<file path="src/rtl/apb_master_arbiter.sv">
// rtl/apb_master_arbiter.sv - two-requester round-robin APB arbiter in front of one APB completer
//
// Purpose: lets a CPU requester (M0) and a DMA/sequencer requester (M1) share a
// single downstream APB completer. The winner's address phase is registered and
// replayed downstream; the loser sees PREADY=0 until it is served. Response
// signals go back to the granted requester only.
//
// Ports:
//   PCLK, PRSTN                      clock, asynchronous active-low reset
//   Mx_DECODE2BIT/PADDR/PWRITE/      requester x (x=0,1) APB request side
//   Mx_PSEL/PENABLE/PWDATA
//   Mx_PRDATA/PREADY/PSLVERR         requester x response side
//   DECODE2BIT/PADDR/PWRITE/PWDATA/  downstream request, all registered
//   PSEL/PENABLE
//   PRDATA/PREADY/PSLVERR            downstream response
//
// Optional feature: define APB_ARB_TIMEOUT_EN to enable an ACCESS-phase watchdog
// that force-completes a stalled transfer with PSLVERR=1 after TIMEOUT_CYCLES.
`timescale 1ns/1ps

module apb_master_arbiter #(
  parameter int ADDR_W         = 32,
  parameter int DATA_W         = 32,
  parameter int TIMEOUT_CYCLES = 256
) (
  input  logic              PCLK,
  input  logic              PRSTN,
  input  logic [1:0]        M0_DECODE2BIT,
  input  logic [ADDR_W-1:0] M0_PADDR,
  input  logic              M0_PWRITE,
  input  logic              M0_PSEL,
  input  logic              M0_PENABLE,
  input  logic [DATA_W-1:0] M0_PWDATA,
  output logic [DATA_W-1:0] M0_PRDATA,
  output logic              M0_PREADY,
  output logic              M0_PSLVERR,
  input  logic [1:0]        M1_DECODE2BIT,
  input  logic [ADDR_W-1:0] M1_PADDR,
  input  logic              M1_PWRITE,
  input  logic              M1_PSEL,
  input  logic              M1_PENABLE,
  input  logic [DATA_W-1:0] M1_PWDATA,
  output logic [DATA_W-1:0] M1_PRDATA,
  output logic              M1_PREADY,
  output logic              M1_PSLVERR,
  output logic [1:0]        DECODE2BIT,
  output logic [ADDR_W-1:0] PADDR,
  output logic              PWRITE,
  output logic [DATA_W-1:0] PWDATA,
  output logic              PSEL,
  output logic              PENABLE,
  input  logic [DATA_W-1:0] PRDATA,
  input  logic              PREADY,
  input  logic              PSLVERR
);

  typedef enum logic [1:0] {S_IDLE, S_SETUP, S_ACCESS} state_t;

  state_t r_state;
  state_t w_next;
  logic   r_grant;       // 0 = M0, 1 = M1
  logic   r_last_grant;  // reset to 1 so M0 wins the first tie
  logic   w_any_req;
  logic   w_winner;
  logic   w_timeout;
  logic   w_done;
  logic   w_rsp0;
  logic   w_rsp1;
  logic   w_unused;

  // Requester PENABLE is only observed; the downstream enable is generated here.
  assign w_unused  = M0_PENABLE ^ M1_PENABLE;

  assign w_any_req = M0_PSEL | M1_PSEL;
  // Tie goes to the requester not served last; otherwise the lone requester wins.
  assign w_winner  = (M0_PSEL & M1_PSEL) ? ~r_last_grant : M1_PSEL;

`ifdef APB_ARB_TIMEOUT_EN
  localparam int CNT_W = $clog2(TIMEOUT_CYCLES);
  logic [CNT_W-1:0] r_cnt;

  always_ff @(posedge PCLK or negedge PRSTN) begin
    if (!PRSTN) begin
      r_cnt <= '0;
    end else if (r_state == S_SETUP) begin
      r_cnt <= '0;
    end else if (r_state == S_ACCESS && !PREADY && !w_timeout) begin
      r_cnt <= r_cnt + 1'b1;
    end
  end

  assign w_timeout = (r_state == S_ACCESS) && !PREADY &&
                     (r_cnt == CNT_W'(TIMEOUT_CYCLES - 1));
`else
  assign w_timeout = 1'b0;
`endif

  assign w_done = (r_state == S_ACCESS) && (PREADY || w_timeout);

  always_ff @(posedge PCLK or negedge PRSTN) begin
    if (!PRSTN) r_state <= S_IDLE;
    else        r_state <= w_next;
  end

  always_comb begin
    w_next = r_state;
    case (r_state)
      S_IDLE:   if (w_any_req) w_next = S_SETUP;
      S_SETUP:  w_next = S_ACCESS;
      S_ACCESS: if (w_done) w_next = S_IDLE;
      default:  w_next = S_IDLE;
    endcase
  end

  always_ff @(posedge PCLK or negedge PRSTN) begin
    if (!PRSTN) begin
      DECODE2BIT   <= '0;
      PADDR        <= '0;
      PWRITE       <= 1'b0;
      PWDATA       <= '0;
      PSEL         <= 1'b0;
      PENABLE      <= 1'b0;
      r_grant      <= 1'b0;
      r_last_grant <= 1'b1;
    end else begin
      case (r_state)
        S_IDLE: begin
          if (w_any_req) begin
            DECODE2BIT <= w_winner ? M1_DECODE2BIT : M0_DECODE2BIT;
            PADDR      <= w_winner ? M1_PADDR      : M0_PADDR;
            PWRITE     <= w_winner ? M1_PWRITE     : M0_PWRITE;
            PWDATA     <= w_winner ? M1_PWDATA     : M0_PWDATA;
            PSEL       <= 1'b1;
            PENABLE    <= 1'b0;
            r_grant    <= w_winner;
          end
        end
        S_SETUP: PENABLE <= 1'b1;
        S_ACCESS: begin
          if (w_done) begin
            PSEL         <= 1'b0;
            PENABLE      <= 1'b0;
            r_last_grant <= r_grant;
          end
        end
        default: begin
          PSEL    <= 1'b0;
          PENABLE <= 1'b0;
        end
      endcase
    end
  end

  // A requester that dropped PSEL mid-transfer gets nothing back; the downstream
  // transfer still runs to completion and its result is discarded.
  assign w_rsp0 = w_done && !r_grant && M0_PSEL;
  assign w_rsp1 = w_done &&  r_grant && M1_PSEL;

  assign M0_PREADY  = w_rsp0;
  assign M0_PSLVERR = w_rsp0 && (PSLVERR || w_timeout);
  assign M0_PRDATA  = (w_rsp0 && !w_timeout) ? PRDATA : '0;
  assign M1_PREADY  = w_rsp1;
  assign M1_PSLVERR = w_rsp1 && (PSLVERR || w_timeout);
  assign M1_PRDATA  = (w_rsp1 && !w_timeout) ? PRDATA : '0;

endmodule

</file>
<file path="config.mk">
export PLATFORM = sky130hd
export DESIGN_NAME = apb_master_arbiter
export DESIGN_NICKNAME = d
export VERILOG_FILES = /design/src/rtl/apb_master_arbiter.sv
export SDC_FILE = /design/constraint.sdc
export NUM_CORES = 1
export LEC_CHECK = 0
export ABC_AREA = 1
export BUFFER_PORTS_ARGS = -buffer_cell sky130_fd_sc_hd__buf_4
export CAP_MARGIN = 20
export CORE_AREA = 2 2 119 121
export DETAILED_ROUTE_END_ITERATION = 8
export DIE_AREA = 0 0 121 123
export GPL_TIMING_DRIVEN = 1
export PLACE_DENSITY = 0.73
export SLEW_MARGIN = 20
export SYNTH_ARGS = -nofsm -noshare
export SYNTH_HDL_FRONTEND = slang
export SYNTH_SLANG_ARGS = --single-unit
</file>
<file path="constraint.sdc">
create_clock -name PCLK -period 1.32 [get_ports PCLK]
set_input_delay 0.264 -clock PCLK [delete_from_list [all_inputs] [get_ports PCLK]]
set_output_delay 0.264 -clock PCLK [all_outputs]
set_load 0.01 [all_outputs]
</file>
==> metrics.txt <==
# TYPE chip_impl_metric gauge
chip_impl_info{name="final_cell_mix",value="sky130_fd_sc_hd__buf_4 (305), sky130_fd_sc_hd__nand2_1 (189), sky130_fd_sc_hd__inv_1 (169), sky130_fd_sc_hd__nand3_1 (134), sky130_fd_sc_hd__dfrtp_1 (71)"} 1
chip_impl_metric{name="synth.cell_area",unit="um2"} 4530
chip_impl_metric{name="comb_power_share",unit=""} 0.582
chip_impl_info{name="post-synth-top-area-cell",value="sky130_fd_sc_hd__dfrtp_1"} 1
chip_impl_metric{name="power.sequential.fraction",unit=""} 0.270
chip_impl_info{name="timing.setup.critical_path_class",value="register to output pin"} 1
chip_impl_metric{name="finalInstanceArea",unit="um2"} 8500
chip_impl_metric{name="synth_area_per_cell",unit="um2"} 6.36
chip_impl_metric{name="finalCriticalPeriod",unit="ns"} 1.77
chip_impl_info{name="synth.area.top_cells",value="sky130_fd_sc_hd__dfrtp_1 (39%), sky130_fd_sc_hd__nand2_1 (17%), sky130_fd_sc_hd__nand3_1 (15%)"} 1
chip_impl_metric{name="area_of_the_multi_input_gates",unit="um2"} 2360
chip_impl_info{name="globalRoute.busiestLayer",value="met2"} 1
chip_impl_metric{name="clock_power_share",unit=""} 0.148
chip_impl_info{name="worstHoldStart",value="M0_PWDATA[26]"} 1
chip_impl_metric{name="post-place-ws",unit="ns"} -0.0796
chip_impl_metric{name="critPathArrivalTime",unit="ns"} 1.50
chip_impl_metric{name="finish.net_count",unit=""} 1207
chip_impl_metric{name="critical_path.max_fanout",unit=""} 9
chip_impl_metric{name="initial_core_util",unit=""} 0.333
chip_impl_info{name="setup.worst_path.end_class",value="output pin"} 1
chip_impl_metric{name="viasPerCell",unit=""} 4.71
chip_impl_info{name="type_of_element_launching_the_critical_path",value="register"} 1
chip_impl_info{name="layout.cells.most_common",value="sky130_fd_sc_hd__buf_4"} 1
chip_impl_metric{name="ios",unit=""} 311
chip_impl_metric{name="grt_start_max_net_pins",unit=""} 48
chip_impl_metric{name="ctsHtreeMaxLevel",unit=""} 3
chip_impl_info{name="cp-startpoint",value="r_state[0]"} 1
chip_impl_metric{name="setup_viol",unit=""} 137
chip_impl_metric{name="synth_cell_types",unit=""} 17
chip_impl_metric{name="post-route-drc-count",unit=""} 0
chip_impl_metric{name="cell_total_after_placement",unit=""} 1177
chip_impl_metric{name="detailedPlacementHpwl",unit="um"} 12600
chip_impl_metric{name="fraction_of_met2_tracks_used_by_global_routing",unit=""} 0.406
chip_impl_info{name="critPathSlowestCell",value="sky130_fd_sc_hd__dfrtp_1"} 1
chip_impl_metric{name="gr-total-overflow",unit=""} 0
chip_impl_metric{name="gp_congestion",unit=""} 0.819
chip_impl_metric{name="slew_violations",unit=""} 0
chip_impl_info{name="status",value="finished with violations"} 1
chip_impl_metric{name="setup_tns",unit="ns"} -29.17
chip_impl_metric{name="worstPathBufferInverterCount",unit=""} 4
chip_impl_metric{name="chipWidth",unit="um"} 121
chip_impl_metric{name="postRouteAntennaNets",unit=""} 0
chip_impl_metric{name="syn_to_final_growth",unit="%"} 87.4
chip_impl_metric{name="timing.fmax",unit="MHz"} 565
chip_impl_metric{name="globalRouteMet3Util",unit=""} 0.0637
chip_impl_info{name="reg2reg_from",value="r_state[1]"} 1
chip_impl_metric{name="finalPower",unit="mW"} 15.1
chip_impl_metric{name="max_slew.worst_pin.slew",unit="ns"} 0.586
chip_impl_metric{name="detailed_place.area",unit="um2"} 7350
chip_impl_info{name="rsz0062_at_grt",value="true"} 1
chip_impl_metric{name="worst_ep_required_time",unit="ns"} 1.06
chip_impl_metric{name="netlist.area_leader.share",unit=""} 0.392
chip_impl_metric{name="worst_path_largest_cell_delay",unit="ns"} 0.39
chip_impl_metric{name="final_layout_size_suffix_gt1_frac",unit=""} 0.445
chip_impl_metric{name="ant_diodes",unit=""} 0
chip_impl_metric{name="total_routed_wirelength",unit="um"} 19400
chip_impl_metric{name="drt_iter0_drc",unit=""} 262
chip_impl_metric{name="cts.reportedPaths.clkPinSlew",unit="ns"} 0.06
chip_impl_metric{name="power.switching_fraction",unit=""} 0.407
chip_impl_metric{name="rows",unit=""} 43
chip_impl_metric{name="cts-root-to-sink-buffers",unit=""} 2
chip_impl_info{name="path_delay_family",value="buffers and inverters"} 1
chip_impl_metric{name="yosysWarnings",unit=""} 0
chip_impl_metric{name="synth_fp_nets",unit=""} 887
chip_impl_metric{name="seq_area_frac_synth",unit=""} 0.398
chip_impl_metric{name="period_share",unit=""} 1.34
chip_impl_metric{name="port-buffer-count",unit=""} 308
chip_impl_metric{name="grt_antenna_before_repair",unit=""} 0
chip_impl_info{name="violated_checks",value="negative setup slack"} 1
chip_impl_metric{name="grt_pass1_vias",unit=""} 5187
chip_impl_metric{name="insertion_delay",unit="ns"} 0.32
chip_impl_metric{name="cts-buffers-inserted",unit=""} 9
chip_impl_metric{name="total_switching_power",unit="mW"} 6.13
chip_impl_metric{name="power.leakage",unit="nW"} 4.95
chip_impl_info{name="clk_root_buffer_cell",value="sky130_fd_sc_hd__clkbuf_16"} 1
chip_impl_metric{name="via_count",unit=""} 5732
chip_impl_metric{name="drtPass1Iterations",unit=""} 4
chip_impl_metric{name="drv_cap",unit=""} 0
chip_impl_metric{name="clock_skew",unit="ns"} 0.00471
chip_impl_metric{name="final_cell_count_no_fill",unit=""} 1218
chip_impl_metric{name="syn_inst",unit=""} 713
chip_impl_metric{name="design.core.area",unit="um2"} 13600
chip_impl_metric{name="ys_ff_latch",unit=""} 72
chip_impl_metric{name="power_report.internal_total",unit="mW"} 8.92
chip_impl_metric{name="grt_use_total",unit=""} 0.223
chip_impl_metric{name="first_pass_grt_wire_length",unit="um"} 26000
chip_impl_metric{name="max-vdd-ir-drop",unit="uV"} 765
chip_impl_metric{name="use_met1",unit=""} 0.244
chip_impl_info{name="min-delay-path-class",value="input pin to register"} 1
chip_impl_metric{name="routed_wire_length_per_instance",unit="um"} 15.9
chip_impl_metric{name="slew-limit-headroom",unit=""} 0.608
chip_impl_info{name="cp_cell_sequence",value="inv_2, nand4_1, buf_6, clkbuf_16, nor3_2, buf_4"} 1
chip_impl_metric{name="power.density_cell_area",unit="nW/um2"} 1770
chip_impl_metric{name="die_height",unit="um"} 123
chip_impl_metric{name="worst_slack",unit="ns"} -0.449
chip_impl_info{name="cts_tree",value="yes"} 1
chip_impl_metric{name="ff_latch_area",unit="um2"} 1800
chip_impl_metric{name="fillCellCount",unit=""} 1207
chip_impl_metric{name="die_area",unit="um2"} 14900
chip_impl_metric{name="finalHoldViolations",unit=""} 0
chip_impl_metric{name="clock_sinks",unit=""} 72
[metal layers]
layer / vias up / wire length, um
met5: - / 0
met4: 0 / 570
met3: 31 / 1670
met2: 270 / 10000
met1: 2647 / 7110
li1: 2784 / -
[power groups by stage]
stage	clock network [mW]	registers, mW	logic [mW]
2_1_floorplan	0	4.44	2.89
3_3_place_gp	0	3.99	6.82
3_5_place_dp	0	4.00	6.95
4_1_cts	2.25	4.02	7.13
5_1_grt	2.37	4.19	9.49
6_report	2.23	4.07	8.76
[final cells by class]
cell class,count,area share
clock buffer,11,0.0286
timing repair buffer,357,0.375
clock inverter,5,0.00383
inverter,171,0.0755
sequential,72,0.212
multi-input combinational,422,0.278
tap,180,0.0265
[cell usage after synthesis (all sizes together)]
master,instances
inv,170
dfstp,1
nor2,8
clkbuf,20
nand3,135
nand4,1
dfrtp,71
buf,28
nand2,209
clkinv,1
nor3,66
o21ai,3
[per-stage QoR]
| stage | hold slack (ns) | util |
|---|---|---|
| after global routing | 0.238 | 0.624 |
| after global placement | 0.182 | 0.540 |
| after CTS | 0.223 | 0.577 |
| final | 0.231 | 0.624 |
| after detailed placement | 0.183 | 0.540 |
| after floorplan | -0.0316 | - |
[final timing paths]
path / endpoint / slack, ns / cells past startpoint
setup / recovery: M1_PRDATA[21] / -0.45 / 6
min in group asynchronous: PWDATA[20] / 0.38 / 2
hold / removal: PWDATA[26] / 0.23 / 5
hold reg to reg: PADDR[29] / 0.48 / 2
max in group asynchronous: r_last_grant / 0.41 / 3
setup reg to reg: PADDR[12] / -0.15 / 8
[cell families (layout without fill, tap and decap cells)]
kind of cell	count (synthesis)	in the layout	share of synthesized area
AOI/OAI and AO/OA	3	3	0.00414
buffers and inverters	219	544	0.195
and+or+nand+nor	419	419	0.403
DFF	72	72	0.398
[state kept, by name, indices dropped and copies added (netlist names)]
name and count:
PSEL 1, PWDATA 32, DECODE2BIT 2, r_state 2, r_last_grant 1, PADDR 32
r_grant 1, PWRITE 1
[worst register-to-register path, delay by kind of cell (launching register included)]
family / cells / cell delay, ns
flops: 1 / 0.40
buf+inv: 4 / 0.54
simple gates: 4 / 0.46
[repair_timing]
action                                 4_1_cts  5_1_grt
hold buffers                                 1        0
resized for setup                           39       63
pin swaps                                    0        5
endpoints found under the hold margin       17        0
setup buffers                                2        6
setup endpoints to repair                  125      137
gates cloned                                 1       16
(Power assumes the default switching activity.)
